==> src/rtl/rst_pkg.sv <==
// Shared types and limits for the reset synchroniser / release sequencer.
`timescale 1ns/1ps
package rst_pkg;

  typedef enum logic [1:0] {
    HOLD    = 2'd0,
    STRETCH = 2'd1,
    SEQ     = 2'd2,
    DONE    = 2'd3
  } rst_state_e;

  localparam int MIN_SYNC_STAGES = 2;
  localparam int MIN_N_OUT       = 1;
  localparam int MIN_MIN_ASSERT  = 1;
  localparam int MIN_RELEASE_GAP = 1;

  function automatic int max_int(input int a, input int b);
    return (a > b) ? a : b;
  endfunction

endpackage

==> src/rtl/rst_sync_chain.sv <==
// Reset-deassertion synchroniser: assertion is asynchronous, release is aligned to clk_sync.
`timescale 1ns/1ps
module rst_sync_chain
  import rst_pkg::*;
#(
  parameter int SYNC_STAGES = 2
) (
  input  logic clk_sync,
  input  logic async_rst,
  output logic sync_ok
);

  if (SYNC_STAGES < MIN_SYNC_STAGES) begin : g_bad_sync_stages
    $error("rst_sync_chain: SYNC_STAGES must be at least %0d", MIN_SYNC_STAGES);
  end

  (* ASYNC_REG = "TRUE" *) logic [SYNC_STAGES-1:0] chain;

  always_ff @(posedge clk_sync or negedge async_rst) begin
    if (!async_rst) chain <= '0;
    else            chain <= {chain[SYNC_STAGES-2:0], 1'b1};
  end

  assign sync_ok = chain[SYNC_STAGES-1];

endmodule

==> src/rtl/rst_seq_ctrl.sv <==
// Reset synchroniser plus ordered release of N_OUT active-low resets with programmable spacing.
//   state   | meaning
//   HOLD    | reset condition present (or just cleared); all outputs held in reset
//   STRETCH | minimum assertion time running before sync_rst[0] releases
//   SEQ     | releasing the remaining outputs one every RELEASE_GAP cycles
//   DONE    | all outputs released, waiting for the next reset condition
`timescale 1ns/1ps
module rst_seq_ctrl
  import rst_pkg::*;
#(
  parameter int SYNC_STAGES = 2,
  parameter int N_OUT       = 3,
  parameter int MIN_ASSERT  = 4,
  parameter int RELEASE_GAP = 8,
  parameter int CNT_W       = $clog2(max_int(MIN_ASSERT, RELEASE_GAP) + 1)
) (
  input  logic             clk_sync,
  input  logic             async_rst,
  input  logic             sw_rst_req,
  output logic [N_OUT-1:0] sync_rst,
  output logic             rst_done,
  output logic             busy
);

  localparam int IDX_W = (N_OUT > 1) ? $clog2(N_OUT) : 1;

  if (N_OUT < MIN_N_OUT) begin : g_bad_n_out
    $error("rst_seq_ctrl: N_OUT must be at least %0d", MIN_N_OUT);
  end
  if (MIN_ASSERT < MIN_MIN_ASSERT) begin : g_bad_min_assert
    $error("rst_seq_ctrl: MIN_ASSERT must be at least %0d", MIN_MIN_ASSERT);
  end
  if (RELEASE_GAP < MIN_RELEASE_GAP) begin : g_bad_release_gap
    $error("rst_seq_ctrl: RELEASE_GAP must be at least %0d", MIN_RELEASE_GAP);
  end

  logic sync_ok;
  logic rst_cond;

  rst_state_e       state_q, state_d;
  logic [CNT_W-1:0] cnt_q, cnt_d;
  logic [IDX_W-1:0] idx_q, idx_d;
  logic [N_OUT-1:0] rel_q, rel_d;
  logic             done_q, done_d;

  rst_sync_chain #(
    .SYNC_STAGES(SYNC_STAGES)
  ) u_sync_chain (
    .clk_sync (clk_sync),
    .async_rst(async_rst),
    .sync_ok  (sync_ok)
  );

  assign rst_cond = !sync_ok || sw_rst_req;

  always_ff @(posedge clk_sync or negedge async_rst) begin
    if (!async_rst) begin
      state_q <= HOLD;
      cnt_q   <= '0;
      idx_q   <= '0;
      rel_q   <= '0;
      done_q  <= 1'b0;
    end else begin
      state_q <= state_d;
      cnt_q   <= cnt_d;
      idx_q   <= idx_d;
      rel_q   <= rel_d;
      done_q  <= done_d;
    end
  end

  always_comb begin
    state_d = state_q;
    cnt_d   = cnt_q;
    idx_d   = idx_q;
    rel_d   = rel_q;
    done_d  = done_q;

    if (rst_cond) begin
      state_d = HOLD;
      cnt_d   = '0;
      idx_d   = '0;
      rel_d   = '0;
      done_d  = 1'b0;
    end else begin
      case (state_q)
        HOLD: begin
          state_d = STRETCH;
          cnt_d   = CNT_W'(MIN_ASSERT - 1);
        end
        STRETCH: begin
          if (cnt_q != '0) begin
            cnt_d = cnt_q - CNT_W'(1);
          end else begin
            rel_d = N_OUT'(1);
            idx_d = IDX_W'(1);
            cnt_d = CNT_W'(RELEASE_GAP - 1);
            if (N_OUT == 1) begin
              state_d = DONE;
              done_d  = 1'b1;
            end else begin
              state_d = SEQ;
            end
          end
        end
        SEQ: begin
          if (cnt_q != '0) begin
            cnt_d = cnt_q - CNT_W'(1);
          end else begin
            // Released bits form a thermometer code, so setting bit idx is a shift-in of 1.
            rel_d = (rel_q << 1) | N_OUT'(1);
            if (idx_q == IDX_W'(N_OUT - 1)) begin
              state_d = DONE;
              done_d  = 1'b1;
            end else begin
              idx_d = idx_q + IDX_W'(1);
              cnt_d = CNT_W'(RELEASE_GAP - 1);
            end
          end
        end
        DONE:    state_d = DONE;
        default: state_d = HOLD;
      endcase
    end
  end

  assign sync_rst = rel_q;
  assign rst_done = done_q;
  assign busy     = (state_q != DONE);

endmodule
==> config.mk <==
export PLATFORM = sky130hd
export DESIGN_NAME = rst_seq_ctrl
export DESIGN_NICKNAME = d
export VERILOG_FILES = /design/src/rtl/rst_pkg.sv /design/src/rtl/rst_sync_chain.sv /design/src/rtl/rst_seq_ctrl.sv
export SDC_FILE = /design/constraint.sdc
export NUM_CORES = 1
export LEC_CHECK = 0
export CAP_MARGIN = 10
export CORE_AREA = 3 3 47 45
export CTS_CLUSTER_SIZE = 12
export DETAILED_ROUTE_END_ITERATION = 10
export DIE_AREA = 0 0 50 48
export PLACE_DENSITY_LB_ADDON = 0.05
export SYNTH_ARGS = -nofsm -noshare
export SYNTH_HDL_FRONTEND = slang
export SYNTH_SLANG_ARGS = --single-unit
==> constraint.sdc <==
create_clock -name clk_sync -period 1.5 [get_ports clk_sync]
set_input_delay 0.3 -clock clk_sync [delete_from_list [all_inputs] [get_ports clk_sync]]
set_output_delay 0.3 -clock clk_sync [all_outputs]
set_load 0.1 [all_outputs]
Word level (Yosys, flattened, before mapping)
Index checks and enable logic that the tools add are counted.
- output and inout port bits: 5
- bits in registers: 14
- logic and storage cells: 55
- bits of input ports: 3
- reduce and logical (&&, ||, !) cells: 13
- multiplexer cells: 23
- equal/unequal tests: 11
- $add $sub $neg: 2
- operators with widths (cell ; number):
    $mux W2 ; 8
    $mux W4 ; 4
    $ne A3 B3 Y1 const B ; 4
    $pmux W4 S3 ; 1
    $mux W3 ; 3
    $reduce_and A3 Y1 ; 3
    $pmux W2 S4 ; 1
    $reduce_bool A4 Y1 ; 2
    $eq A2 B2 Y1 const B ; 3
    $pmux W3 S2 ; 1
    $mux W1 ; 4
    $ne A2 B2 Y1 const B ; 2
    $ne A4 B4 Y1 const B ; 1
    $pmux W2 S2 ; 1
    $reduce_and A4 Y1 ; 1
    $reduce_bool A2 Y1 ; 2
    $sub A4 B1 Y4 const B ; 1
    $reduce_bool A3 Y1 ; 1
    $add A2 B1 Y2 const B ; 1
    $eq A2 B1 Y1 const B ; 1
    $logic_not A2 Y1 ; 1
    $reduce_and A2 Y1 ; 1
    $logic_not A1 Y1 ; 1
    $logic_or A1 B1 Y1 ; 1

Depth between registers and ports, before layout
Gate-level depths: netlist of run 1.
- depth in word-level cells: 5
- gate-level depth with buffers: 6
- depth with buffers taken out: 5

Modules after synthesis
From an unflattened synthesis of run 1, not the netlist that was laid out.
- cell total of the unflattened synthesis: 80
- area, all modules: 787.0 µm²
- by module, submodules not included (module ; sequential area each (µm²) ; times used ; cells each ; area each (µm²)):
    rst_seq_ctrl ; 300.3 ; 1 ; 77 ; 733.2
    rst_sync_chain ; 50.0 ; 1 ; 3 ; 53.8

Worst setup path after synthesis of run 1
OpenSTA, ideal clock, no wires.
- kind: flip-flop to flip-flop
- from: reg cnt_q[0]
- to: reg cnt_q[1]
- cell stages (with the launch flop): 7
- setup slack: -0.083 ns
- data required time: 1.435 ns
- arrival: 1.518 ns
- clock period less this slack: 1.583 ns
- setup time: 0.065 ns
- cells stage by stage: dfrtp_1 inv_1 ha_1 or3b_2 clkbuf_1 o2111ai_1 o211a_1
- cells in the longest elaborated chain, start to end: 4
- elaborated cells on any way between the ends: 8
- ends and longest elaborated chain (element ; line ; source):
    start, declared ; rst_seq_ctrl.sv:41 ; logic [CNT_W-1:0] cnt_q, cnt_d;
    start signal, assigned ; rst_seq_ctrl.sv:65 ; cnt_q <= cnt_d;
    $sub A4 B1 Y4 / $reduce_bool A4 Y1 (equally long branches) ; -- ;
    $mux W4 (on tied branches) ; rst_seq_ctrl.sv:107, rst_seq_ctrl.sv:92 ;
    $pmux W4 S3 ; rst_seq_ctrl.sv:86 ; case (state_q)
    $mux W4 ; rst_seq_ctrl.sv:79 ; if (rst_cond) begin
Several ways; a longest one is shown, not always the timed one.
A chain may end at the register's enable or synchronous reset.

Worst setup path after layout of run 1
- from: reg state_q[1]
- to: reg cnt_q[3]
- cells in the longest elaborated chain, start to end: 3
- elaborated cells on any way between the ends: 8
- ends and longest elaborated chain (element ; line ; source):
    start, declared ; rst_seq_ctrl.sv:40 ; rst_state_e state_q, state_d;
    start signal, assigned ; rst_seq_ctrl.sv:64 ; state_q <= state_d;
    $eq A2 B2 Y1, or another cell as far along ; rst_seq_ctrl.sv:86 ;
    $pmux W4 S3, or another cell as far along ; rst_seq_ctrl.sv:86 ;
    $mux W4 / $reduce_and A2 Y1 (equally long branches) ; -- ;
Several ways; a longest one is shown, not always the timed one.

==> qor.txt, run 1 <==
Fin. Hold Viols: 0
Final setup violation count: 5
IO Count: 8
GRT Total Usage: 18.61%
Largest net degree at the start of global routing: 15
Num CTS Buffers: 3
Ys Warns: 0
Ratio of cells with drive above 1 in the final layout: 43.93%
Cell count after synthesis: 82
CORE AREA: 0.001664 sq mm
Yosys top cell area share: 44.87%
Inserted Diodes: 0
DRT Pass-1 Iters: 4
CTS tree: done
M1 wire length: 876 um
Hold_buf cts: 0
Clk_skew: 0.003305 ns
CP delay by family, top: simple AND/OR/NAND/NOR gates
Worst path required time: 1.71 ns
Sequential cell fraction of total power: 40.9%
H-tree levels: 1
Outcome: finished with violations
Total congestion overflow: 0
Critical Path Fanout Max: 4
Leakage power: 0.5024 nW
Fin util: 72.33%
Number of remaining DRC errors: 0
Design area: 0.001204 sq mm
Pwr per Cell Area: 830.4 mW/mm^2
PortBufs: 7
Min cycle time layout: 1.548 ns
MaxCap Viol Count: 0
Clock tree buffer depth: 2
Initial antenna violation count: 0
Switching power: 296.8 uW
Post-synth EDFFs: 0
Reg area: 350.3 sq um
Switching share of power: 29.70%
Max IR drop VDD: 0.0007393 V
Avg Inst Size Synth: 9.521 sq um
Via count: 705
CTS sink cnt: 14
CP Cell Sequence: inv_2, ha_4, nor2b_4, or4b_1, a31oi_1
Min Hold Slack: 0.3232 ns
Async set or reset register ratio after synthesis: 100.0%
Yosys cell types: 28
Mapped Area: 780.7 sq um
Register bit total from synthesis: 14
Die ar.: 0.002400 sq mm
Fmax: 645.9 MHz
First-pass GRT wire length: 3208 um
Critical path arrival: 1.76 ns
Routed Antenna Nets: 0
Fillers: 119
Placed cell area: 0.001041 sq mm
DP Wirelength: 1251 um
Top cells by count, synth: dfrtp_1 (14), inv_1 (8), o21ai_0 (7)
Via density per instance: 5.382
Power Internal: 702.7 uW
CP endpoint kind: register
Routability Congestion: 0.8552
Final period util: 103.2%
Std cell rows: 14
Vias in the first global route: 674
Horiz. Die Dim: 50 um
Dpl ws: -0.04384 ns
Worst-Skew Late Latency: 0.28 ns
Seq/Total Area, Yosys: 44.87%
Main synth FF type: dfrtp_1
Synth area leaders: dfrtp_1 (45%), ha_1 (9.6%), o21ai_0 (4.5%)
DRT iter0 DRCs: 18
Comb pwr share: 32.2%
Crit-path max cell delay: 0.44 ns
DR WL/cell: 14.82 um
Failing checks: negative setup slack
Layout area overhead: 54.17%
Syn nets: 91
Clk pwr share: 26.8%
Area of the multi-input gates: 490.5 sq um
Startpoint Class: register
Initial Utilization: 46.92%
Die Span Y: 48 um
Slew Viols, Final: 0
Reg clk slew, reported paths: 0.08 ns
Total detailed-routing wirelength: 1941 um
Met3 wire length: 64 um
Area leader, netlist: dfrtp_1
Fin worst setup slack: -0.04818 ns
Final net count: 117
Crit Path Category: register to register
FF-to-FF path depth: 5
Unrepaired setup endpoints after global routing: yes
Crit path depth: 5
Crit path max-delay cell type: dfrtp_1
Hold/Removal Path Class: input port to async pin
Met2 WL: 987 um
Count leader, synth: dfrtp_1
Buffers & Inverters on Critical Path: 1
Root buffer cell: clkbuf_4
Highest metal used: met4
==> path summary, 6_finish.rpt <==
path	endpoint	startpoint	slack [ns]
setup / recovery	cnt_q[3]	state_q[1]	-0.05
hold / removal	cnt_q[3]	async_rst	0.32
setup reg to reg	cnt_q[3]	state_q[1]	-0.05
hold reg to reg	u_sync_chain.chain[1]	u_sync_chain.chain[0]	0.37
max in group asynchronous	cnt_q[2]	async_rst	1.01
min in group clk_sync	u_sync_chain.chain[1]	u_sync_chain.chain[0]	0.37
==> stage by stage <==
step	instances	TNS (ns)	power, mW
detailed placement	123	-0.1023	0.6579
global route	131	-0.6847	1.062
CTS	128	-0.09789	0.9672
global placement	123	-0.04045	0.6577
finish	131	-0.1329	0.9995
floorplan	82	0	0.5594
==> placed cells by master, fill, tap and decap left out, types with 4 or more instances in the layout <==
master / count
a21oi_1: 4
buf_12: 5
buf_4: 12
buf_6: 5
dfrtp_1: 14
inv_2: 5
nand2_1: 4
nand2b_1: 4
o21ai_1: 4
==> final cells by class <==
class	count	share of cell area (%)
clock buffer	4	3.015
inverter	8	2.495
multi-input combinational	57	40.75
sequential	14	29.11
tap	24	2.495
timing repair buffer	24	22.14
==> worst register-to-register path: cells and delay by family (launching register included) <==
kind            cells  cell delay, ns
simple gates        2            0.56
compound gates      1            0.13
buf+inv             1            0.08
fa+ha+maj           1            0.26
flops               1            0.44
==> state kept, by name (all words and copies together) (netlist names) <==
name,cells
cnt_q,4
idx_q,2
rst_done,1
state_q,2
sync_rst,3
u_sync_chain.chain,2
==> power by group through the flow <==
stage | clock network [mW] | logic, mW | registers, mW
floorplan | 0 | 0.136 | 0.423
detailed placement | 0 | 0.243 | 0.415
global route | 0.299 | 0.352 | 0.412
CTS | 0.276 | 0.283 | 0.409
finish | 0.268 | 0.322 | 0.409
global placement | 0 | 0.243 | 0.415
==> logic make-up (layout without fill, tap and decap cells) <==
group,Yosys count,count (layout),share of synthesized area (%)
and+or+nand+nor,26,26,19.39
AOI/OAI and AO/OA,24,24,20.35
DFF,14,14,44.87
buffers and inverters,11,36,5.289
adders and majority gates,6,6,9.615
other,1,1,0.4803
==> routing by layer <==
layer / up-vias / track usage (%)
met4: 0 / 4.972
met1: 342 / 23.95
met3: 2 / 5.607
li1: 348 / -
met5: - / 0
met2: 13 / 30.99
==> repair_timing <==
action                                 in CTS  in global routing
endpoints found under the hold margin       0                  0
pin swaps                                   3                  1
setup endpoints to repair                   7                 12
setup buffers                               1                  3
gates cloned                                0                  0
gates resized for setup                    15                 11
Note: power is estimated with default switching activity, not from simulation.
==> run 2: changes to the inputs <==
--- a/config.mk
+++ b/config.mk
@@ -5,7 +5,7 @@
 export SDC_FILE = /design/constraint.sdc
 export NUM_CORES = 1
 export LEC_CHECK = 0
-export CAP_MARGIN = 10
+export CAP_MARGIN = 40
 export CORE_AREA = 3 3 47 45
 export CTS_CLUSTER_SIZE = 12
 export DETAILED_ROUTE_END_ITERATION = 10
==> results of run 2 <==
Same layout as run 1: the final DEF is identical, and so are final timing and power.
==> run 3: changes to the inputs <==
--- a/config.mk
+++ b/config.mk
@@ -5,11 +5,12 @@
 export SDC_FILE = /design/constraint.sdc
 export NUM_CORES = 1
 export LEC_CHECK = 0
+export ABC_AREA = 1
 export CAP_MARGIN = 40
-export CORE_AREA = 3 3 47 45
+export CORE_AREA = 3 3 45 43
 export CTS_CLUSTER_SIZE = 12
 export DETAILED_ROUTE_END_ITERATION = 10
-export DIE_AREA = 0 0 50 48
+export DIE_AREA = 0 0 48 46
 export PLACE_DENSITY_LB_ADDON = 0.05
 export SYNTH_ARGS = -nofsm -noshare
 export SYNTH_HDL_FRONTEND = slang
==> constraint.sdc (replaced) <==
create_clock -name clk_sync -period 1.7 [get_ports clk_sync]
set_input_delay 0.34 -clock clk_sync [delete_from_list [all_inputs] [get_ports clk_sync]]
set_output_delay 0.34 -clock clk_sync [all_outputs]
set_load 0.1 [all_outputs]
==> qor.txt, run 3 <==
Critical Path Fanout Max: 5 (+1)
Inserted Diodes: 0 (unchanged)
Fin. Hold Viols: 0 (unchanged)
Std cell rows: 13 (-1)
Top cells by count, synth: nand2_1 (18), inv_1 (15), dfrtp_1 (14)
Initial antenna violation count: 0 (unchanged)
Max IR drop VDD: 0.0003943 V (-47%)
Seq/Total Area, Yosys: 45.68% (+0.81 points)
Routability Congestion: 0.9291 (+8.6%)
Via density per instance: 5.091 (-5.4%)
Yosys cell types: 20 (-29%)
Worst-Skew Late Latency: 0.28 ns (about the same)
Vias in the first global route: 567 (-16%)
Die ar.: 0.002208 sq mm (-8.0%)
Hold_buf cts: 0 (unchanged)
Pwr per Cell Area: 699.6 mW/mm^2 (-16%)
Root buffer cell: clkbuf_4
First-pass GRT wire length: 2380 um (-26%)
CTS sink cnt: 14 (unchanged)
Area leader, netlist: dfrtp_1
Avg Inst Size Synth: 8.159 sq um (-14%)
CTS resizes: 0 (-15)
Register bit total from synthesis: 14 (unchanged)
Unrepaired setup endpoints after global routing: no
Main synth FF type: dfrtp_1
Startpoint Class: register
Final setup violation count: 0 (-5)
Clk_skew: 0.009186 ns (+0.005882 ns)
Total congestion overflow: 0 (unchanged)
Post-synth EDFFs: 0 (unchanged)
Most flops, register: cnt_q
DR WL/cell: 12.02 um (-19%)
Via count: 616 (-13%)
Setup TNS Final: 0 ns (+0.1329 ns)
DP Wirelength: 1165 um (-6.8%)
Design area: 943.4 sq um (-22%)
Final period util: 91.23% (-12 points)
Final net count: 117 (unchanged)
Routed Antenna Nets: 0 (unchanged)
Fillers: 133 (+12%)
Min cycle time layout: 1.551 ns (+0.002739 ns)
Number of remaining DRC errors: 0 (unchanged)
MaxCap Viol Count: 0 (unchanged)
IO Count: 8 (unchanged)
Setup bufs post-CTS: 0 (-1)
Outcome: finished, final reports clean
Most frequent cells in the layout: nand2_1 (18), inv_1 (15), dfrtp_1 (14)
Reg clk slew, reported paths: 0.08 ns (about the same)
Ratio of cells with drive above 1 in the final layout: 17.92% (-26 points)
Fmax: 644.8 MHz (-0.18%)
CP endpoint kind: register
Horiz. Die Dim: 48 um (-4.0%)
Worst path required time: 1.86 ns (+0.15 ns)
CTS tree: done
Critical path arrival: 1.71 ns (-0.05 ns)
Die Span Y: 46 um (-4.2%)
Initial Utilization: 52.39% (+5.5 points)
Clock tree buffer depth: 2 (unchanged)
PortBufs: 7 (unchanged)
Async set or reset register ratio after synthesis: 100.0% (unchanged)
Crit Path Category: register to register
Syn nets: 103 (+13%)
Slew Viols, Final: 0 (unchanged)
DRT iter0 DRCs: 17 (-1)
Ys Warns: 0 (unchanged)
CORE AREA: 0.001464 sq mm (-12%)
Mapped Area: 767.0 sq um (-1.8%)
Num CTS Buffers: 3 (unchanged)
Largest net degree at the start of global routing: 15 (unchanged)
Placed cell area: 920.9 sq um (-12%)
Count leader, synth: nand2_1
Cell count after synthesis: 94 (+15%)
Synth area leaders: dfrtp_1 (46%), ha_1 (9.8%), nand2_1 (8.8%)
H-tree levels: 1 (unchanged)
Hold/Removal Path Class: register to register
Leakage power: 0.4633 nW (-7.8%)
Fin util: 64.44% (-7.9 points)
Max reg flops: 4 (unchanged)
Yosys top cell area share: 45.68% (+0.81 points)
Leading cell type in the layout, fill and taps excluded: nand2_1
Layout area overhead: 23.00%
Total detailed-routing wirelength: 1455 um (-25%)
Total power draw: 660.0 uW (-34%)
GRT Total Usage: 16.30% (-2.3 points)
DRT Pass-1 Iters: 4 (unchanged)
run 3: cells by family after synthesis:
| logic type | synth area share, % |
|---|---|
| AO/OA/AOI/OAI | 9.952 |
| adder cells (fa/ha/maj) | 9.788 |
| buffers and inverters | 8.320 |
| flip-flops | 45.68 |
| other | 0.4889 |
| AND/OR/NAND/NOR | 25.78 |
run 3: path summary, 6_finish.rpt:
kind | slack [ns] | depth (start not counted) | end | start
min in group asynchronous | 0.37 | 2 | sync_rst[2] | async_rst
min | 0.36 | 0 | u_sync_chain.chain[1] | u_sync_chain.chain[0]
min reg2reg | 0.36 | 0 | u_sync_chain.chain[1] | u_sync_chain.chain[0]
max reg2reg | 0.15 | 8 | sync_rst[1] | state_q[0]
max | 0.15 | 8 | sync_rst[1] | state_q[0]
max in group asynchronous | 1.16 | 2 | cnt_q[2] | async_rst
run 3: cell type report:
type / count / area, sq um / area share, %
Sequential cell: 14 / 350.3 / 37.14
Tap cell: 15 / 18.77 / 1.989
Clock buffer: 3 / 22.52 / 2.387
Inverter: 17 / 63.81 / 6.764
Multi-Input combinational cell: 63 / 352.8 / 37.40
Timing Repair Buffer: 9 / 135.1 / 14.32
run 3: per-layer routing:
layer	vias up	routed length, um	global-route usage, %
met3	2	53	7.115
met1	287	688	20.19
met2	10	704	25.33
met5	-	0	0
met4	0	9	4.839
li1	317	-	-
run 3: report_power, final:
part	internal, mW	switching, mW
Sequential	0.347	0.0106
Clock	0.0821	0.0974
Combinational	0.0436	0.0795
run 3: stage by stage:
| stage | cells | hold slack [ns] | setup WS [ns] |
|---|---|---|---|
| after CTS | 121 | 0.3608 | 0.1437 |
| final | 121 | 0.3556 | 0.1491 |
| after global placement | 118 | 0.3397 | 0.07272 |
| after floorplan | 94 | 0.04441 | 0.1908 |
| after detailed placement | 118 | 0.3428 | 0.03273 |
| after global routing | 121 | 0.3602 | 0.02826 |
run 3: critical path, cell delays in order, from the launching register on:
cell     delay (ns)
dfrtp_1        0.40
inv_1          0.08
ha_1           0.25
nor2_1         0.17
nand2_1        0.10
nand2_1        0.19
inv_2          0.08
nand3_1        0.07
o21ai_1        0.08
